File: config.mk
export PLATFORM = sky130hd
export DESIGN_NAME = execute_stage
export DESIGN_NICKNAME = d
export VERILOG_FILES = /design/src/rtl/mips_pkg.sv /design/src/rtl/execute_stage_mul_iter.sv /design/src/rtl/execute_stage.sv
export SDC_FILE = /design/constraint.sdc
export NUM_CORES = 1
export LEC_CHECK = 0
export ABC_CLOCK_PERIOD_IN_PS = 4700
export BUFFER_PORTS_ARGS = -buffer_cell sky130_fd_sc_hd__buf_4
export CAP_MARGIN = 5
export CORE_ASPECT_RATIO = 0.7
export CORE_UTILIZATION = 46
export DETAILED_ROUTE_END_ITERATION = 10
export GPL_TIMING_DRIVEN = 0
export PLACE_DENSITY = 0.65
export SYNTH_ARGS = -nofsm -noshare
export SYNTH_HDL_FRONTEND = slang
export SYNTH_HIERARCHICAL = 1
export SYNTH_SLANG_ARGS = --single-unit
File: constraint.sdc
create_clock -name clk -period 4.7 [get_ports clk]
set_clock_uncertainty 0.05 [all_clocks]
set_input_delay 0.705 -clock clk [delete_from_list [all_inputs] [get_ports clk]]
set_output_delay 0.705 -clock clk [all_outputs]
set_load 0.02 [all_outputs]
File: src/rtl/mips_pkg.sv
// Shared encodings and constants for the 16-bit MIPS pipeline.
package mips_pkg;

  localparam int MIPS_DATA_W = 16;
  localparam int MIPS_REG_AW = 3;

  localparam logic [1:0] ALU_ADD   = 2'b00;
  localparam logic [1:0] ALU_SUB   = 2'b01;
  localparam logic [1:0] ALU_RTYPE = 2'b10;
  localparam logic [1:0] ALU_SLT   = 2'b11;

  localparam logic [2:0] F_ADD = 3'b000;
  localparam logic [2:0] F_SUB = 3'b001;
  localparam logic [2:0] F_AND = 3'b010;
  localparam logic [2:0] F_OR  = 3'b011;
  localparam logic [2:0] F_SLT = 3'b100;
  localparam logic [2:0] F_MUL = 3'b101;
  localparam logic [2:0] F_SLL = 3'b110;
  localparam logic [2:0] F_SRL = 3'b111;

  typedef enum logic {EX_IDLE, EX_MUL} ex_state_e;

endpackage

File: src/rtl/execute_stage_mul_iter.sv
// Iterative shift-add multiplier: one partial product per cycle, low DATA_W bits kept.
module mul_iter #(
  parameter int DATA_W = 16,
  parameter int CYCLES = 16
) (
  input  logic              clk,
  input  logic              rst_n,
  input  logic              start,
  input  logic              abort,
  input  logic [DATA_W-1:0] multiplicand,
  input  logic [DATA_W-1:0] multiplier,
  output logic              busy,
  output logic              done,
  output logic [DATA_W-1:0] product
);

  localparam int CW = (CYCLES > 1) ? $clog2(CYCLES) : 1;

  logic [DATA_W-1:0] mcand;
  logic [DATA_W-1:0] mplier;
  logic [DATA_W-1:0] acc;
  logic [DATA_W-1:0] acc_next;
  logic [CW-1:0]     count;

  // product is the accumulator after the current step, so the final step lands on the done edge
  assign acc_next = acc + (mplier[0] ? mcand : '0);
  assign product  = acc_next;
  assign done     = busy && (count == CW'(CYCLES - 1));

  always_ff @(posedge clk or negedge rst_n) begin
    if (!rst_n) begin
      mcand  <= '0;
      mplier <= '0;
      acc    <= '0;
      count  <= '0;
      busy   <= 1'b0;
    end else if (abort) begin
      acc   <= '0;
      count <= '0;
      busy  <= 1'b0;
    end else if (start) begin
      mcand  <= multiplicand;
      mplier <= multiplier;
      acc    <= '0;
      count  <= '0;
      busy   <= 1'b1;
    end else if (busy) begin
      acc    <= acc_next;
      mcand  <= mcand << 1;
      mplier <= mplier >> 1;
      count  <= count + 1'b1;
      if (done) busy <= 1'b0;
    end
  end

endmodule

File: src/rtl/execute_stage.sv
// EX stage: operand select, ALU, branch target/compare, iterative mul and the EX/MEM register.
module execute_stage
  import mips_pkg::*;
#(
  parameter int DATA_W     = MIPS_DATA_W,
  parameter int REG_AW     = MIPS_REG_AW,
  parameter int MUL_CYCLES = 16
) (
  input  logic              clk,
  input  logic              rst_n,
  input  logic              id_valid,
  input  logic              flush,
  input  logic [DATA_W-1:0] read_data_1,
  input  logic [DATA_W-1:0] read_data_2,
  input  logic [DATA_W-1:0] immediate,
  input  logic [DATA_W-1:0] pc_plus_two,
  input  logic [REG_AW-1:0] rt_addr,
  input  logic [REG_AW-1:0] rd_addr,
  input  logic [2:0]        funct,
  input  logic              RegDst,
  input  logic              ALUSrc,
  input  logic              MemtoReg,
  input  logic              RegWrite,
  input  logic              MemRead,
  input  logic              MemWrite,
  input  logic              Branch,
  input  logic [1:0]        ALUOp,
  output logic              stall,
  output logic              ex_valid,
  output logic [DATA_W-1:0] alu_result,
  output logic [DATA_W-1:0] store_data,
  output logic [REG_AW-1:0] write_register,
  output logic [DATA_W-1:0] branch_target,
  output logic              branch_taken,
  output logic              MemtoReg_o,
  output logic              RegWrite_o,
  output logic              MemRead_o,
  output logic              MemWrite_o
);

  ex_state_e state;

  logic [DATA_W-1:0] op_a, op_b, sum, diff, slt_word, alu_out, target;
  logic [REG_AW-1:0] wr_sel, wr_q;
  logic              is_mul, accept, taken;
  logic              mul_busy, mul_done, mul_finish;
  logic [DATA_W-1:0] mul_product;

  // bundle captured at multiply accept, replayed into EX/MEM when the product is ready
  logic [DATA_W-1:0] p_store, p_target;
  logic [REG_AW-1:0] p_wr;
  logic              p_taken, p_m2r, p_rw, p_mr, p_mw;

  assign op_a     = read_data_1;
  assign op_b     = ALUSrc ? immediate : read_data_2;
  assign sum      = op_a + op_b;
  assign diff     = op_a - op_b;
  assign slt_word = {{(DATA_W-1){1'b0}}, ($signed(op_a) < $signed(op_b))};
  assign target   = pc_plus_two + (immediate << 1);
  assign taken    = Branch & (diff == '0);
  assign wr_sel   = RegDst ? rd_addr : rt_addr;

  assign stall      = (state == EX_MUL);
  assign is_mul     = (ALUOp == ALU_RTYPE) && (funct == F_MUL);
  assign accept     = id_valid & ~stall & ~flush;
  assign mul_finish = (state == EX_MUL) && mul_busy && mul_done;

  assign write_register = ex_valid ? wr_q : '0;

  always_comb begin
    alu_out = sum;
    case (ALUOp)
      ALU_ADD: alu_out = sum;
      ALU_SUB: alu_out = diff;
      ALU_SLT: alu_out = slt_word;
      ALU_RTYPE: begin
        case (funct)
          F_ADD:   alu_out = sum;
          F_SUB:   alu_out = diff;
          F_AND:   alu_out = op_a & op_b;
          F_OR:    alu_out = op_a | op_b;
          F_SLT:   alu_out = slt_word;
          F_SLL:   alu_out = op_a << op_b[3:0];
          F_SRL:   alu_out = op_a >> op_b[3:0];
          default: alu_out = '0;
        endcase
      end
    endcase
  end

  mul_iter #(
    .DATA_W (DATA_W),
    .CYCLES (MUL_CYCLES)
  ) u_mul (
    .clk          (clk),
    .rst_n        (rst_n),
    .start        (accept & is_mul),
    .abort        (flush),
    .multiplicand (op_a),
    .multiplier   (op_b),
    .busy         (mul_busy),
    .done         (mul_done),
    .product      (mul_product)
  );

  always_ff @(posedge clk or negedge rst_n) begin
    if (!rst_n) begin
      p_store  <= '0;
      p_target <= '0;
      p_wr     <= '0;
      p_taken  <= 1'b0;
      p_m2r    <= 1'b0;
      p_rw     <= 1'b0;
      p_mr     <= 1'b0;
      p_mw     <= 1'b0;
    end else if (accept && is_mul) begin
      p_store  <= read_data_2;
      p_target <= target;
      p_wr     <= wr_sel;
      p_taken  <= taken;
      p_m2r    <= MemtoReg;
      p_rw     <= RegWrite;
      p_mr     <= MemRead;
      p_mw     <= MemWrite;
    end
  end

  always_ff @(posedge clk or negedge rst_n) begin
    if (!rst_n) begin
      state         <= EX_IDLE;
      ex_valid      <= 1'b0;
      alu_result    <= '0;
      store_data    <= '0;
      wr_q          <= '0;
      branch_target <= '0;
      branch_taken  <= 1'b0;
      MemtoReg_o    <= 1'b0;
      RegWrite_o    <= 1'b0;
      MemRead_o     <= 1'b0;
      MemWrite_o    <= 1'b0;
    end else if (flush) begin
      state      <= EX_IDLE;
      ex_valid   <= 1'b0;
      RegWrite_o <= 1'b0;
      MemRead_o  <= 1'b0;
      MemWrite_o <= 1'b0;
    end else if (state == EX_MUL) begin
      if (mul_finish) begin
        state         <= EX_IDLE;
        ex_valid      <= 1'b1;
        alu_result    <= mul_product;
        store_data    <= p_store;
        wr_q          <= p_wr;
        branch_target <= p_target;
        branch_taken  <= p_taken;
        MemtoReg_o    <= p_m2r;
        RegWrite_o    <= p_rw;
        MemRead_o     <= p_mr;
        MemWrite_o    <= p_mw;
      end
    end else if (accept) begin
      if (is_mul) begin
        state    <= EX_MUL;
        ex_valid <= 1'b0;
      end else begin
        ex_valid      <= 1'b1;
        alu_result    <= alu_out;
        store_data    <= read_data_2;
        wr_q          <= wr_sel;
        branch_target <= target;
        branch_taken  <= taken;
        MemtoReg_o    <= MemtoReg;
        RegWrite_o    <= RegWrite;
        MemRead_o     <= MemRead;
        MemWrite_o    <= MemWrite;
      end
    end else begin
      ex_valid <= 1'b0;
    end
  end

endmodule
==> results of run 1 <==
==> stage by stage <==
step	utilization, %	hold slack (ns)	instances	worst slack, ns	cell area [sq um]
after floorplan	-	0.359	1441	0.294	12200
after global placement	52.9	0.408	1939	-1.03	13700
after detailed placement	53.1	0.413	1940	-1.08	13700
after CTS	55.5	0.150	1972	0.0792	14300
after global routing	55.6	0.158	1971	0.00742	14300
final	55.6	0.122	1971	0.116	14300
==> cells in the mapped netlist (13+ instances only) <==
library cell               instances  area (sq um)
sky130_fd_sc_hd__ha_1             88          1100
sky130_fd_sc_hd__nand2_1         219           822
sky130_fd_sc_hd__a22o_1           18           158
sky130_fd_sc_hd__nand2b_1         13          81.3
sky130_fd_sc_hd__nand3_1          19          95.1
sky130_fd_sc_hd__buf_2            15          75.1
sky130_fd_sc_hd__dfrtp_1         151          3780
sky130_fd_sc_hd__a21oi_1          88           440
sky130_fd_sc_hd__a211oi_1         13          97.6
sky130_fd_sc_hd__o21a_1           14           105
sky130_fd_sc_hd__xor2_1           23           201
sky130_fd_sc_hd__nor3_1           25           125
sky130_fd_sc_hd__mux2i_1         125          1250
sky130_fd_sc_hd__and2_1           22           138
sky130_fd_sc_hd__nor2b_1          13          81.3
sky130_fd_sc_hd__o21ai_0         140           701
sky130_fd_sc_hd__inv_1            61           229
sky130_fd_sc_hd__clkbuf_1         50           188
sky130_fd_sc_hd__xnor2_1          22           193
sky130_fd_sc_hd__nor2_1           80           300
sky130_fd_sc_hd__o211ai_1         15           113
sky130_fd_sc_hd__or3_1            19           119
==> flip-flops by register name (all words and copies together) (netlist names), 3 cells and up <==
name	count
u_mul/count	4
alu_result	16
u_mul/acc	16
u_mul/mplier	16
u_mul/mcand	16
branch_target	16
p_target	16
p_store	16
wr_q	3
store_data	16
p_wr	3
==> logic make-up after synthesis <==
family | count (synthesis) | share of synthesized area (%)
buffers and inverters | 146 | 4.89
adder cells (fa/ha/maj) | 92 | 9.72
AND/OR/NAND/NOR | 456 | 17.2
XOR/XNOR | 45 | 3.24
flip-flops | 151 | 31.1
multiplexers | 138 | 11.7
AO/OA/AOI/OAI | 413 | 22.1
==> layer usage <==
| metal | routed length (microns) | vias up |
|---|---|---|
| li1 | - | 5474 |
| met1 | 21600 | 5874 |
| met2 | 19600 | 668 |
| met3 | 4870 | 62 |
| met4 | 947 | 0 |
| met5 | 0 | - |
==> path summary, 6_finish.rpt <==
check | slack (ns) | depth (start not counted) | to
worst min register to register | 0.43 | 2 | p_m2r$_DFFE_PN0P_
max in group asynchronous | 3.63 | 2 | u_mul/acc[4]$_DFFE_PN0P_
worst min-delay path | 0.12 | 1 | p_store[4]$_DFFE_PN0P_
worst max-delay path | 0.12 | 11 | p_taken$_DFFE_PN0P_
min in group clk | 0.42 | 3 | p_m2r$_DFFE_PN0P_
worst max register to register | 0.90 | 13 | u_mul/acc[8]$_DFFE_PN0P_
==> worst max-delay path: stages <==
cell and delay (ns):
sky130_fd_sc_hd__buf_4 0.11, sky130_fd_sc_hd__clkbuf_2 0.24, sky130_fd_sc_hd__buf_2 0.51, sky130_fd_sc_hd__mux2i_1 0.93, sky130_fd_sc_hd__ha_1 0.29, sky130_fd_sc_hd__clkbuf_1 0.38, sky130_fd_sc_hd__a21oi_1 0.19, sky130_fd_sc_hd__o31ai_1 0.52
sky130_fd_sc_hd__xnor2_1 0.20, sky130_fd_sc_hd__or4_4 0.61, sky130_fd_sc_hd__o31ai_2 0.18
==> final cells by class <==
cell class | count | area share (%)
Clock buffer | 17 | 2.97
Inverter | 65 | 1.70
Sequential cell | 151 | 26.3
Tap cell | 357 | 3.11
Multi-Input combinational cell | 1144 | 54.8
Timing Repair Buffer | 142 | 7.62
Buffer | 80 | 2.52
Clock inverter | 15 | 0.942
==> where the power goes <==
part	switching, mW	internal (mW)
logic	0.868	0.523
registers	0.0865	1.44
clock network	0.651	0.699
==> repair_timing <==
action                                  in CTS  in global routing
hold buffers                                 0                  0
endpoints found under the setup margin       8                  4
gates resized for setup                     15                 13
==> metrics.yaml, run 1 <==
setup_path:
  worst-endpoint-arrival_ns: 4.89
  nature_of_the_critical_path_endpoint: "register"
  critical_setup_path_kind: "primary input to register"
  crit-reg2reg-launch: "stall$_DFF_PN0_"
  setup.worst_path.start: "ALUSrc"
  worst-endpoint-required_ns: 5.00
  worstPathMaxFanout: 10
  critPathLaunchType: "primary input"
yosys:
  syn-instance-count: 1441
  post_synth_edffs: 0
  postSynthAreaPerCell_sq_um: 8.44
  yosys.cell_types.count: 83
  postSynthNetCount: 1619
  synth-warning-count: 6
  ys_seq_area_share_pct: 31.1
  postSynth.topFlopCell: "sky130_fd_sc_hd__dfrtp_1"
  synth.ff_latch_count: 151
  ys_async_sr_fraction_pct: 100
  syn_area_sq_um: 12200
layout:
  multiInputGateArea_sq_um: 7860
  mostFrequentLayoutCell: "sky130_fd_sc_hd__nand2_1"
  finalNetCount: 1779
  drive_above_1_share_pct: 15.4
  nFillCells: 2462
  syn2layout_area_growth_pct: 18.0
  mostFrequentLayoutCells: "219 x sky130_fd_sc_hd__nand2_1, 151 x sky130_fd_sc_hd__dfrtp_1, 141 x sky130_fd_sc_hd__buf_4"
  register_area_sq_um: 3780
  diodes: 0
sta:
  final_report_max_slew_violation_count: 0
  slew_headroom_pct: 27.9
  period_minus_slack_ns: 4.58
  timing.fmax_ghz: 0.218
  timing_hold_violations_final: 0
  timing.setup.tns_ns: 0
  setup_repair_after_global_routing_missed_its_margin: "no"
  fin_crit_sh_pct: 97.5
  timing_worst_slew_pin_value_ns: 1.05
  setup_viol: 0
route:
  detail-route-antenna-nets: 0
  detail_routed_net_length_per_standard_cell_microns: 23.8
  via_density_per_instance: 6.13
  route.final.wire_length_microns: 47000
  post-route-drc-count: 0
  dr.first_iter.drc_count: 1240
  route.vias.total: 12100
  drt_pre_antenna_iters: 5
pwr:
  post-layout-total-power_mw: 4.26
  power_per_cell_area_nw_per_um2: 297
  power.static_leakage_nw: 6.62
  max-vdd-ir-drop_mv: 0.249
die:
  dieHeight_microns: 138
  core_region_area_sq_um: 25800
  top_level_ports: 144
  die_x_microns: 196
  initial_core_util_pct: 47.1
  fp.dieArea_sq_um: 27100
  std_cell_rows: 49
cts:
  clkTransAtPathRegs_ns: 0.07
  source_to_sink_clock_delay_at_the_later_pin_of_the_worst_skew_pair_ns: 0.44
  deepest_clock_path_buffer_count: 2
  post-cts-setup-buffers: 0
  tritoncts: "yes"
  clkSinkCount: 151
  cts-htree-levels: 4
  cts_root_buffer: "sky130_fd_sc_hd__clkbuf_16"
  cts_made_buffers: 17
run:
  cap_violations: 0
grt:
  vias_in_the_first_global_route: 11400
  global_route_total_usage_across_every_layer_pct: 34.5
  top_usage_layer: "met1"
  use_met1_pct: 50.9
  maximum_number_of_pins_on_one_net_before_global_route_repair: 92
  grt_antenna_before_repair: 0
  global_route.usage.met2_pct: 49.5
  first_pass_grt_wire_length_microns: 70300
  grtUsageMet3_pct: 8.98
  global_route.overflow_total: 0
place:
  hpwlAfterDp_microns: 36600
  gp_routability_congestion: 1.03
  numPortBuffers: 141
min_path:
  worstHoldPathType: "primary input to async pin"
run_status:
  status: "finished, final reports clean"
Note: power is estimated with default switching activity, not from simulation.
==> run 2: changes to the inputs <==
- CORE_UTILIZATION: 46 -> 59
- PLACE_DENSITY: 0.65 -> 0.81
==> run 2 against run 1 <==
Net effect:
- maximum frequency shrank 0.53%
- worst hold slack gained 0.041 ns
- first-iteration DRC count grew 57%
- combinational power is essentially flat
- wire length shrank 4.6%
- setup slack lost 0.024 ns
- count of clock-buffer cells in the layout is the same
- sequential share of layout area grew 0.19 points
- clock power grew 4%
- utilization grew 16 points
==> metrics.yaml, run 2 (synthesis gave the netlist of run 1 again) <==
run_status:
  status: "finished, final reports clean"
sta:
  final.setup.worst_slack_ns: 0.0918
  setup_repair_after_global_routing_missed_its_margin: "no"
  setup_viol: 0
  hold_slack_ns: 0.163
  final_report_max_slew_violation_count: 0
  timing.setup.tns_ns: 0
  timing_hold_violations_final: 0
  fin_crit_sh_pct: 98.0
  timing.fmax_ghz: 0.217
  timing_worst_slew_pin_value_ns: 1.07
  period_minus_slack_ns: 4.61
  slew_headroom_pct: 28.5
setup_path:
  max_stage_delay_ns: 0.56
  worst_path_dominant_cell_family: "simple AND/OR/NAND/NOR gates"
  timing.critical_path.mode_cell: "sky130_fd_sc_hd__buf_2"
  worstPathMaxFanout: 12
  critical_setup_path_kind: "primary input to register"
  nature_of_the_critical_path_endpoint: "register"
  worst-endpoint-required_ns: 5.00
  critPathLaunchType: "primary input"
  worst-endpoint-arrival_ns: 4.91
  critical_path.cell_chain: "buf_4 > mux2i_1 > buf_2 > inv_2 > buf_2 > clkbuf_4 > ha_1 > inv_1 > fa_1 > nand2b_4 > a221o_1 > a211oi_2 > or2_2 > o211ai_2 > or4_1 > or4_4 > o31ai_2"
  timing.critical_path.buf_inv: 6
  critPathSlowestCell: "sky130_fd_sc_hd__or4_1"
layout:
  drive_above_1_share_pct: 15.4
  final_cell_count_no_fill: 1885
  finalNetCount: 1780
  diodes: 0
  syn2layout_area_growth_pct: 17.1
  post-route-cell-area_sq_um: 14200
  final_core_utilization_pct: 71.1
  mostFrequentLayoutCells: "219 x sky130_fd_sc_hd__nand2_1, 151 x sky130_fd_sc_hd__dfrtp_1, 141 x sky130_fd_sc_hd__buf_4"
  mostFrequentLayoutCell: "sky130_fd_sc_hd__nand2_1"
cts:
  cts_root_buffer: "sky130_fd_sc_hd__clkbuf_16"
  cts.hold.buffers_added: 0
  tritoncts: "yes"
  source_to_sink_clock_delay_at_the_later_pin_of_the_worst_skew_pair_ns: 0.44
  cts_made_buffers: 17
  deepest_clock_path_buffer_count: 2
  clkTransAtPathRegs_ns: 0.08
  cts-htree-levels: 4
  post-cts-setup-buffers: 0
  clkSinkCount: 151
route:
  route.final.wire_length_microns: 44800
  route.vias.total: 12400
  via_density_per_instance: 6.60
  detail_routed_net_length_per_standard_cell_microns: 23.8
  detail-route-antenna-nets: 0
  post-route-drc-count: 0
  dr.first_iter.drc_count: 1947
  drt_pre_antenna_iters: 6
run:
  cap_violations: 0
place:
  placed_cell_area_sq_um: 13600
  cell_count_after_placement: 1853
  numPortBuffers: 141
  preCtsSetupSlack_ns: -0.838
  hpwlAfterDp_microns: 34600
  gp_routability_congestion: 1.06
die:
  die_x_microns: 174
  initial_core_util_pct: 60.7
  core_region_area_sq_um: 20000
  top_level_ports: 144
  dieHeight_microns: 122
  fp.dieArea_sq_um: 21200
  std_cell_rows: 43
pwr:
  max-vdd-ir-drop_mv: 0.246
  power.static_leakage_nw: 6.64
  post-layout-total-power_mw: 4.31
  power_per_cell_area_nw_per_um2: 303
grt:
  global_route.overflow_total: 0
  vias_in_the_first_global_route: 11300
  global_route_total_usage_across_every_layer_pct: 42.4
  grt_antenna_before_repair: 0
  maximum_number_of_pins_on_one_net_before_global_route_repair: 97
  first_pass_grt_wire_length_microns: 67300
min_path:
  worstHoldPathType: "primary input to async pin"
## run 2: cell type report
cell class / count / area [sq um]
fillers: 1638 / 5770
plain buffers: 81 / 367
multi-input cells: 1144 / 7820
well taps: 270 / 338
flip-flops and latches: 151 / 3780
clock buffers: 17 / 425
repair buffers: 142 / 1090
inverters: 65 / 244
clock inverters: 15 / 176
## run 2: metal layers
metal  routed length, microns  global-route usage [%]  vias to the layer above  part of all wire, %
met3                     5920                    12.0                       91                   13
met4                     1350                    13.3                        0                  3.0
met1                    18900                    61.0                     5965                   42
met5                        0                       0                        -                    0
met2                    18600                    61.3                      874                   42
li1                         -                       -                     5502                    -
## run 2: final timing paths
path	startpoint	end	slack, ns	depth (start not counted)
max	ALUSrc	p_taken$_DFFE_PN0P_	0.09	17
min	rst_n	branch_target[1]$_DFFE_PN0P_	0.16	1
max reg2reg	stall$_DFF_PN0_	alu_result[13]$_DFFE_PN0P_	0.76	10
min reg2reg	wr_q[1]$_DFFE_PN0P_	wr_q[1]$_DFFE_PN0P_	0.43	2
max in group asynchronous	rst_n	alu_result[6]$_DFFE_PN0P_	3.56	2
min in group clk	MemRead	p_mr$_DFFE_PN0P_	0.42	3
## run 2: what timing repair did
action | 4_1_cts | 5_1_grt
gates resized for setup | 11 | 9
endpoints found under the setup margin | 6 | 4
gates cloned | 0 | 0
## run 2: where the power goes
group | switching, mW | internal [mW]
clock network | 0.682 | 0.721
logic | 0.863 | 0.521
registers | 0.0864 | 1.44
==> run 3: changes to the inputs <==
--- a/config.mk
+++ b/config.mk
@@ -11,7 +11,9 @@
 export CORE_ASPECT_RATIO = 0.7
 export CORE_UTILIZATION = 59
+export CTS_CLUSTER_DIAMETER = 80
 export DETAILED_ROUTE_END_ITERATION = 10
 export GPL_TIMING_DRIVEN = 0
 export PLACE_DENSITY = 0.81
+export SKIP_CTS_REPAIR_TIMING = 1
 export SYNTH_ARGS = -nofsm -noshare
 export SYNTH_HDL_FRONTEND = slang
==> constraint.sdc (replaced) <==
create_clock -name clk -period 4.7 [get_ports clk]
set_clock_uncertainty 0.05 [all_clocks]
set_input_delay 0.235 -clock clk [delete_from_list [all_inputs] [get_ports clk]]
set_output_delay 0.235 -clock clk [all_outputs]
set_load 0.02 [all_outputs]
==> run 3 against run 2 <==
Net effect:
- the flow now finishes with violations (negative hold slack)
- sequential power about the same
- worst hold slack worse by 0.17 ns
- wire length up 1.3%
- utilization up 0.75 points
- via count up 1.4%
- sequential share of layout area down 0.28 points
- final cell count up 1.1%
- design area up 1.1%
- first-iteration DRC count down 2.5%
- highest routed layer unchanged
==> metrics.yaml, run 3 (synthesis gave the netlist of run 1 again) <==
layout:
  finalNetCount: 1800
  mostFrequentLayoutCells: "219 x sky130_fd_sc_hd__nand2_1, 151 x sky130_fd_sc_hd__dfrtp_1, 141 x sky130_fd_sc_hd__buf_4"
  syn2layout_area_growth_pct: 18.4
  drive_above_1_share_pct: 14.5
  mostFrequentLayoutCell: "sky130_fd_sc_hd__nand2_1"
sta:
  timing_hold_violations_final: 2
  timing_worst_slew_pin_value_ns: 1.08
  timing.fmax_ghz: 0.219
  hold_slack_ns: -0.00996
  slew_headroom_pct: 28.0
  period_minus_slack_ns: 4.56
  final.setup.worst_slack_ns: 0.139
  setup_viol: 0
  fin_crit_sh_pct: 97.0
  setup_repair_after_global_routing_missed_its_margin: "no"
  final_report_max_slew_violation_count: 0
grt:
  vias_in_the_first_global_route: 11300
  first_pass_grt_wire_length_microns: 67200
  global_route_total_usage_across_every_layer_pct: 42.4
  global_route.overflow_total: 0
  maximum_number_of_pins_on_one_net_before_global_route_repair: 97
  grt_antenna_before_repair: 0
pwr:
  post-layout-total-power_mw: 4.33
  internal_power_mw: 2.68
  net-switching-power_mw: 1.64
  comb_power_share_pct: 32.3
  power_per_cell_area_nw_per_um2: 301
  power.share.sequential_pct: 35.2
  share_clk_of_total_power_pct: 32.6
  max-vdd-ir-drop_mv: 0.247
  power.static_leakage_nw: 6.71
  netSwitchingFraction_pct: 38.0
place:
  hpwlAfterDp_microns: 34600
  preCtsSetupSlack_ns: -0.368
  gp_routability_congestion: 1.06
  numPortBuffers: 141
setup_path:
  critPathLaunchType: "primary input"
  critical_path.cell_chain: "buf_4 > clkbuf_1 > clkbuf_2 > mux2i_1 > ha_1 > nor4_1 > nand2_1 > a211oi_1 > o31ai_1 > xnor2_1 > or4_4 > o31ai_2"
  max_stage_delay_ns: 0.79
  worstPathMaxFanout: 10
  worst-endpoint-required_ns: 5.00
  worst_path_dominant_cell_family: "simple AND/OR/NAND/NOR gates"
  critical_setup_path_kind: "primary input to register"
  timing.critical_path.buf_inv: 3
  r2r_setup_slack_ns: 0.75
  critPathSlowestCell: "sky130_fd_sc_hd__mux2i_1"
  worst-endpoint-arrival_ns: 4.86
  nature_of_the_critical_path_endpoint: "register"
route:
  top_layer: "met4"
  route.final.wire_length_microns: 45400
  detail-route-antenna-nets: 0
  met2_length_microns: 18800
  drt_pre_antenna_iters: 8
  met1_length_microns: 19300
  detail_routed_net_length_per_standard_cell_microns: 23.8
  dr.first_iter.drc_count: 1899
  met3WireLength_microns: 5820
  post-route-drc-count: 0
  via_density_per_instance: 6.61
  route.vias.total: 12600
min_path:
  worstHoldPathType: "primary input to register"
run_status:
  status: "finished, violations left"
  violations_in_the_final_reports: "negative hold slack"
cts:
  tritoncts: "yes"
  clkTransAtPathRegs_ns: 0.08
  cts_made_buffers: 17
  cts_root_buffer: "sky130_fd_sc_hd__clkbuf_16"
  source_to_sink_clock_delay_at_the_later_pin_of_the_worst_skew_pair_ns: 0.44
  clkSinkCount: 151
  deepest_clock_path_buffer_count: 2
  cts-htree-levels: 4
die:
  top_level_ports: 144
  dieHeight_microns: 122
  initial_core_util_pct: 60.7
  die_x_microns: 174
  std_cell_rows: 43
  core_region_area_sq_um: 20000
  fp.dieArea_sq_um: 21200
run:
  cap_violations: 0
-- run 3: cell types whose count changed in the layout (fill, tap and decap cells not counted), sizes merged --
| cell | change |
|---|---|
| dlygate4sd3 | +20 |
| buf | +2 |
| clkbuf | -1 |
| clkdlybuf4s18 | -1 |
| diode | +1 |
-- run 3: area by class of cell --
| cell class | instances | area, sq um |
|---|---|---|
| inverter | 65 | 244 |
| multi-input combinational | 1144 | 7780 |
| antenna | 1 | 2.50 |
| fill | 1611 | 5620 |
| clock inverter | 15 | 176 |
| buffer | 81 | 353 |
| sequential | 151 | 3780 |
| tap | 270 | 338 |
| clock buffer | 17 | 425 |
| timing repair buffer | 162 | 1290 |
-- run 3: final timing paths --
path | from | endpoint | cells past startpoint
setup reg to reg | stall$_DFF_PN0_ | alu_result[13]$_DFFE_PN0P_ | 10
setup / recovery | ALUSrc | p_taken$_DFFE_PN0P_ | 12
hold / removal | read_data_2[3] | p_store[3]$_DFFE_PN0P_ | 3
max in group asynchronous | rst_n | u_mul/mcand[5]$_DFFE_PN0P_ | 3
hold reg to reg | wr_q[1]$_DFFE_PN0P_ | wr_q[1]$_DFFE_PN0P_ | 2
min in group asynchronous | rst_n | p_wr[1]$_DFFE_PN0P_ | 2
-- run 3: power groups by stage --
stage	clock (mW)	sequential, mW	combinational [mW]
floorplan	0	1.63	0.699
global placement	0	1.54	1.30
detailed placement	0	1.54	1.33
CTS	1.40	1.52	1.33
global route	1.46	1.54	1.48
finish	1.41	1.52	1.40
-- run 3: stage by stage --
stage | util, % | hold slack (ns) | instances | area (sq um) | setup TNS (ns)
2_1_floorplan | - | -0.111 | 1441 | 12200 | 0
3_3_place_gp | 67.7 | 0.387 | 1852 | 13600 | -1.11
3_5_place_dp | 67.9 | 0.177 | 1853 | 13600 | -1.24
4_1_cts | 70.9 | -0.292 | 1885 | 14200 | 0
5_1_grt | 71.9 | 0.0000886 | 1905 | 14400 | 0
6_report | 71.9 | -0.00996 | 1906 | 14400 | 0
-- run 3: layer usage --
layer  track usage [%]  vias to the layer above
met4              13.6                        0
met1              60.9                     6037
met2              61.2                      915
met3              12.0                      103
met5                 0                        -
li1                  -                     5545
-- run 3: worst register-to-register path, stage by stage, from the launching register on --
cell,delay [ns]
sky130_fd_sc_hd__dfrtp_1,0.36
sky130_fd_sc_hd__clkbuf_1,0.44
sky130_fd_sc_hd__inv_1,0.17
sky130_fd_sc_hd__nor2_1,0.17
sky130_fd_sc_hd__a31o_2,0.26
sky130_fd_sc_hd__nand2b_1,0.21
sky130_fd_sc_hd__clkbuf_1,0.29
sky130_fd_sc_hd__nor2_1,0.87
sky130_fd_sc_hd__o221ai_1,0.29
sky130_fd_sc_hd__o31ai_1,0.53
sky130_fd_sc_hd__a22oi_1,0.14
